--- src/rtl/seq_scan_ctrl_if.sv ---
// Bus bundle for seq_scan_ctrl: scan request in, scan status/results out.
// hit_map exists only when SEQ_SCAN_HITMAP_EN is defined.
interface seq_scan_ctrl_if;
  logic        start;
  logic [31:0] data_in;
  logic [3:0]  pattern;
  logic        busy;
  logic        done;
  logic        hit;
  logic [5:0]  hit_cnt;
  logic [4:0]  first_pos;
  logic        first_valid;
`ifdef SEQ_SCAN_HITMAP_EN
  logic [31:0] hit_map;
`endif

  modport master (
    output start, data_in, pattern,
    input  busy, done, hit, hit_cnt, first_pos, first_valid
`ifdef SEQ_SCAN_HITMAP_EN
    , input hit_map
`endif
  );

  modport slave (
    input  start, data_in, pattern,
    output busy, done, hit, hit_cnt, first_pos, first_valid
`ifdef SEQ_SCAN_HITMAP_EN
    , output hit_map
`endif
  );
endinterface

--- src/rtl/seq_scan_ctrl.sv ---
// Scans a captured 32-bit word MSB-first for overlapping 4-bit pattern matches.
// Optional per-index hit map is enabled with SEQ_SCAN_HITMAP_EN.
module seq_scan_ctrl (
  input  logic           clk,
  input  logic           reset,
  seq_scan_ctrl_if.slave bus
);
  typedef enum logic [1:0] {IDLE, SCAN, DONE} state_e;

  state_e      state_q, state_d;
  logic [31:0] word_q, word_d;
  logic [3:0]  pat_q, pat_d;
  logic [4:0]  idx_q, idx_d;
  logic [2:0]  win_q, win_d;
  logic        hit_q, hit_d;
  logic [5:0]  cnt_q, cnt_d;
  logic [4:0]  fpos_q, fpos_d;
  logic        fval_q, fval_d;
`ifdef SEQ_SCAN_HITMAP_EN
  logic [31:0] map_q, map_d;
`endif

  logic cur_bit, match;

  // 31-idx is the bitwise complement of a 5-bit index
  assign cur_bit = word_q[~idx_q];
  assign match   = (idx_q >= 5'd3) && ({win_q, cur_bit} == pat_q);

  always_comb begin
    state_d = state_q;
    word_d  = word_q;
    pat_d   = pat_q;
    idx_d   = idx_q;
    win_d   = win_q;
    hit_d   = 1'b0;
    cnt_d   = cnt_q;
    fpos_d  = fpos_q;
    fval_d  = fval_q;
`ifdef SEQ_SCAN_HITMAP_EN
    map_d   = map_q;
`endif
    case (state_q)
      IDLE, DONE: begin
        if (bus.start) begin
          state_d = SCAN;
          word_d  = bus.data_in;
          pat_d   = bus.pattern;
          idx_d   = '0;
          win_d   = '0;
          cnt_d   = '0;
          fpos_d  = '0;
          fval_d  = 1'b0;
`ifdef SEQ_SCAN_HITMAP_EN
          map_d   = '0;
`endif
        end else begin
          state_d = IDLE;
        end
      end
      SCAN: begin
        win_d = {win_q[1:0], cur_bit};
        idx_d = idx_q + 5'd1;
        if (match) begin
          hit_d = 1'b1;
          cnt_d = cnt_q + 6'd1;
          if (!fval_q) begin
            fpos_d = idx_q;
            fval_d = 1'b1;
          end
`ifdef SEQ_SCAN_HITMAP_EN
          map_d[idx_q] = 1'b1;
`endif
        end
        if (idx_q == 5'd31) state_d = DONE;
      end
      default: state_d = IDLE;
    endcase
  end

  always_ff @(posedge clk or posedge reset) begin
    if (reset) begin
      state_q <= IDLE;
      word_q  <= '0;
      pat_q   <= '0;
      idx_q   <= '0;
      win_q   <= '0;
      hit_q   <= 1'b0;
      cnt_q   <= '0;
      fpos_q  <= '0;
      fval_q  <= 1'b0;
`ifdef SEQ_SCAN_HITMAP_EN
      map_q   <= '0;
`endif
    end else begin
      state_q <= state_d;
      word_q  <= word_d;
      pat_q   <= pat_d;
      idx_q   <= idx_d;
      win_q   <= win_d;
      hit_q   <= hit_d;
      cnt_q   <= cnt_d;
      fpos_q  <= fpos_d;
      fval_q  <= fval_d;
`ifdef SEQ_SCAN_HITMAP_EN
      map_q   <= map_d;
`endif
    end
  end

  assign bus.busy        = (state_q == SCAN);
  assign bus.done        = (state_q == DONE);
  assign bus.hit         = hit_q;
  assign bus.hit_cnt     = cnt_q;
  assign bus.first_pos   = fpos_q;
  assign bus.first_valid = fval_q;
`ifdef SEQ_SCAN_HITMAP_EN
  assign bus.hit_map     = map_q;
`endif
endmodule

--- src/flat_wrapper.sv ---
// flat-port wrapper written by rule: the top's interface ports become plain ports
module seq_scan_ctrl_flat 
  (clk, reset, bus_start, bus_data_in, bus_pattern, bus_busy, bus_done, bus_hit, bus_hit_cnt, bus_first_pos, bus_first_valid);
  seq_scan_ctrl_if bus_i ();
  input  logic clk;
  input  logic reset;
  input wire logic [$bits(bus_i.start)-1:0] bus_start;
  input wire logic [$bits(bus_i.data_in)-1:0] bus_data_in;
  input wire logic [$bits(bus_i.pattern)-1:0] bus_pattern;
  output wire logic [$bits(bus_i.busy)-1:0] bus_busy;
  output wire logic [$bits(bus_i.done)-1:0] bus_done;
  output wire logic [$bits(bus_i.hit)-1:0] bus_hit;
  output wire logic [$bits(bus_i.hit_cnt)-1:0] bus_hit_cnt;
  output wire logic [$bits(bus_i.first_pos)-1:0] bus_first_pos;
  output wire logic [$bits(bus_i.first_valid)-1:0] bus_first_valid;
  assign bus_i.start = bus_start;
  assign bus_i.data_in = bus_data_in;
  assign bus_i.pattern = bus_pattern;
  assign bus_busy = bus_i.busy;
  assign bus_done = bus_i.done;
  assign bus_hit = bus_i.hit;
  assign bus_hit_cnt = bus_i.hit_cnt;
  assign bus_first_pos = bus_i.first_pos;
  assign bus_first_valid = bus_i.first_valid;
  seq_scan_ctrl u_core (.clk(clk), .reset(reset), .bus(bus_i));
endmodule
--- config.mk ---
export PLATFORM = sky130hd
export DESIGN_NAME = seq_scan_ctrl_flat
export DESIGN_NICKNAME = d
export VERILOG_FILES = /design/src/rtl/seq_scan_ctrl_if.sv /design/src/rtl/seq_scan_ctrl.sv /design/src/flat_wrapper.sv
export SDC_FILE = /design/constraint.sdc
export NUM_CORES = 1
export LEC_CHECK = 0
export CAP_MARGIN = 20
export CORE_MARGIN = 1.5
export CORE_UTILIZATION = 44
export DETAILED_ROUTE_END_ITERATION = 8
export PLACE_DENSITY = 0.83
export SYNTH_ARGS = -nofsm -noshare
export SYNTH_HDL_FRONTEND = slang
export SYNTH_SLANG_ARGS = --single-unit
--- constraint.sdc ---
create_clock -name clk -period 2.6 [get_ports clk]
set_input_delay 0.52 -clock clk [delete_from_list [all_inputs] [get_ports clk]]
set_output_delay 0.52 -clock clk [all_outputs]
set_load 0.01 [all_outputs]
==> run metrics <==
worst slew pin tran 0.568 ns; Antenna Violating Nets Remaining 0; worst relative slew slack 62.1%; CTS Sinks 59; Final HPWL DP 4430 um; clk slew on worst S/H paths 0.07 ns; drt pass-1 iters 4; sw frac 34.9%; Die Y 83.3 um; critical path's slowest cell mux4_1; combinational power share 43.7%; Post-Synth Simple-Gate Area 24.2%; Post-Route WL 6130 um; final setup TNS 0 ns; top sig layer met4; wire per inst 14.3 um; final hold violations 0; commonest cells after routing, fill and taps aside nand2_1 (133), dfrtp_1 (59), clkdlybuf4s50_1 (53); CTS buffer count 9; most common cell after layout, fill and taps aside nand2_1; xor and xnor area share after synthesis 1.55%; first-pass GRT wire length 10900 um; Max Fclk 0.399 GHz; Hold Buf Count CTS 0; max incr delay on CP 0.54 ns; initial antenna violation count 0; Mapped Avg Cell Area 9.94 sq um; met3 WL 217 um; Max FO, Critical Path 7; Setup CP Type reg2reg; clock network fraction of total power 19.3%; vias 2196; clock buffer depth 2; status finished, final reports clean; Final min period 2.50 ns; Post-Route Skew 0.00930 ns; PortBufs 53; H-tree levels 3; final slew viol count 0; Area Growth Syn to Fin 31.4%; CP arrival 2.76 ns; critical path capture point type flip-flop; Synth Area in Adders 1.32%; final setup fails 0; worst IR drop on VDD 0.573 mV; main combinational cell family by area after synthesis simple AND/OR/NAND/NOR gates; Ys Warns 0; Post-Syn Area 0.00283 sq mm; FF+latch count, synth 59; Root Buffer clkbuf_8; Congestion Overflow GR 0; Power Dens Cells 1230 mW/mm^2; MaxCap Viol Count 0; drt initial violations 130; Worst Hold Class reg2reg; post-route DRC violation count 0; core area 0.00628 sq mm; I/O pin total 54; Die Area 0.00693 sq mm; Flop pwr share 37.1%; Post-Syn Nets 327; Synth Area in Compound Gates 2.30%; register area share after synthesis 52.1%; GPL Wtd Cong 0.878; Static Leak 1.77 nW; CTS tree done; number of diodes 0; Final Cycle Share 96.3%; DR vias/cell 5.13; Fillers 519; internal power 0.00297 W; ratio of cells with drive above 1 in the final layout 12.5%; Synth cell types 30; CP startpoint kind flip-flop; Metal-1 WL 2640 um; Tot Pwr 0.00457 W; chip width 83.3 um; Routed met2 length 3190 um; largest net degree at the start of global routing 29; unrepaired setup endpoints after global routing false; Rows 29; Synth Instances 285; CP Data Required Time 2.85 ns; cells along the critical path buf_6 > mux4_1 > mux4_2 > mux2_4 > mux2i_4 > mux2i_1; mux share of post-synthesis cell area 15.5%; number of global-route vias before repair 2376; GRT Overall Usage 19.8%; Initial Utilization 45.1%; clk_lat worst skew 0.33 ns; nets 389; NetSw 0.00160 W
[final cells by class]
class	count	area (sq um)	area share, %
tap	77	96.3	2.59
sequential	59	1480	39.7
inverter	1	3.75	0.101
clock buffer	14	183	4.91
clock inverter	1	30.0	0.806
timing repair buffer	69	654	17.6
multi-input combinational	207	1280	34.4
[sequential cells by signal, summed over array words and instances, names as in the netlist]
name	flops
u_core.bus.first_valid	1
u_core.bus.hit	1
u_core.win_q	3
u_core.bus.first_pos	5
u_core.idx_q	5
u_core.word_q	32
u_core.state_q	2
u_core.bus.hit_cnt	6
u_core.pat_q	4
[final timing paths]
kind | start | endpoint | slack, ns | depth (start not counted)
worst min-delay path | u_core.word_q[4]$_DFFE_PP0P_ | u_core.word_q[4]$_DFFE_PP0P_ | 0.47 | 2
min in group asynchronous | reset | u_core.idx_q[4]$_DFFE_PP0P_ | 0.57 | 2
worst min register to register | u_core.word_q[4]$_DFFE_PP0P_ | u_core.word_q[4]$_DFFE_PP0P_ | 0.47 | 2
worst max register to register | u_core.idx_q[0]$_DFFE_PP0P_ | u_core.bus.first_pos[3]$_DFFE_PP0P_ | 0.1 | 6
worst max-delay path | u_core.idx_q[0]$_DFFE_PP0P_ | u_core.bus.first_pos[3]$_DFFE_PP0P_ | 0.1 | 6
max in group asynchronous | reset | u_core.word_q[11]$_DFFE_PP0P_ | 1.38 | 3
[kinds of logic after synthesis]
kind of cell               Yosys count
AOI/OAI and AO/OA                    8
xor gates and xnor gates             5
adders and majority gates            3
buffers and inverters               19
DFF                                 59
muxes                               28
and+or+nand+nor                    163
[stage by stage]
stage | utilization, % | area, sq um | instances | hold slack (ns) | setup slack [ns]
final | 59.3 | 3720 | 428 | 0.467 | 0.0955
after global routing | 59.3 | 3720 | 428 | 0.499 | 0.00478
after CTS | 58.9 | 3700 | 425 | 0.470 | 0.0240
after detailed placement | 55.5 | 3480 | 410 | 0.454 | -0.0454
after global placement | 55.5 | 3480 | 410 | 0.456 | 0.102
after floorplan | - | 2830 | 285 | 0.437 | 0.0843
[worst max-delay path, delay by kind of cell (launching register included)]
family	cells	cell delay, ns
mux	5	1.93
buf+inv	1	0.14
flops	1	0.36
[cells in the mapped netlist, drive strengths merged]
cell type  instances  share of area (%)
inv                1               0.13
nor4               7                1.5
clkbuf            10                1.3
nand4              2               0.44
nor2b              3               0.66
mux2i             17                6.9
nor3               1               0.18
nand4b             1               0.31
nand2b             4               0.88
buf                8                1.6
nand3              3               0.53
mux2               1               0.40
o21ai              1               0.18
and4               1               0.31
a21o               1               0.26
ha                 3                1.3
nor4b              1               0.31
and3               1               0.22
or4                1               0.26
a22o               6                1.9
nor2               2               0.26
xnor2              5                1.5
nand2            133                 18
or3                1               0.22
and2               2               0.44
mux4              10                8.2
dfrtp             59                 52
[power groups by stage]
stage / combinational (W) / sequential [W] / clock [W]
2_1_floorplan: 0.00146 / 0.00161 / 0
3_3_place_gp: 0.00185 / 0.00169 / 0
3_5_place_dp: 0.00195 / 0.00170 / 0
4_1_cts: 0.00198 / 0.00169 / 0.000895
5_1_grt: 0.00221 / 0.00175 / 0.000935
6_report: 0.00199 / 0.00169 / 0.000880
[routing by layer]
layer,GRT usage [%],vias up
li1,-,1071
met1,24.3,1064
met2,34.0,52
met3,3.58,9
met4,9.09,0
met5,0,-
[timing repair]
item / CTS / global route
setup endpoints to repair: 5 / 5
buffers inserted: 0 / 3
pin swaps: 0 / 0
gates resized for setup: 1 / 1
(Power assumes the default switching activity.)
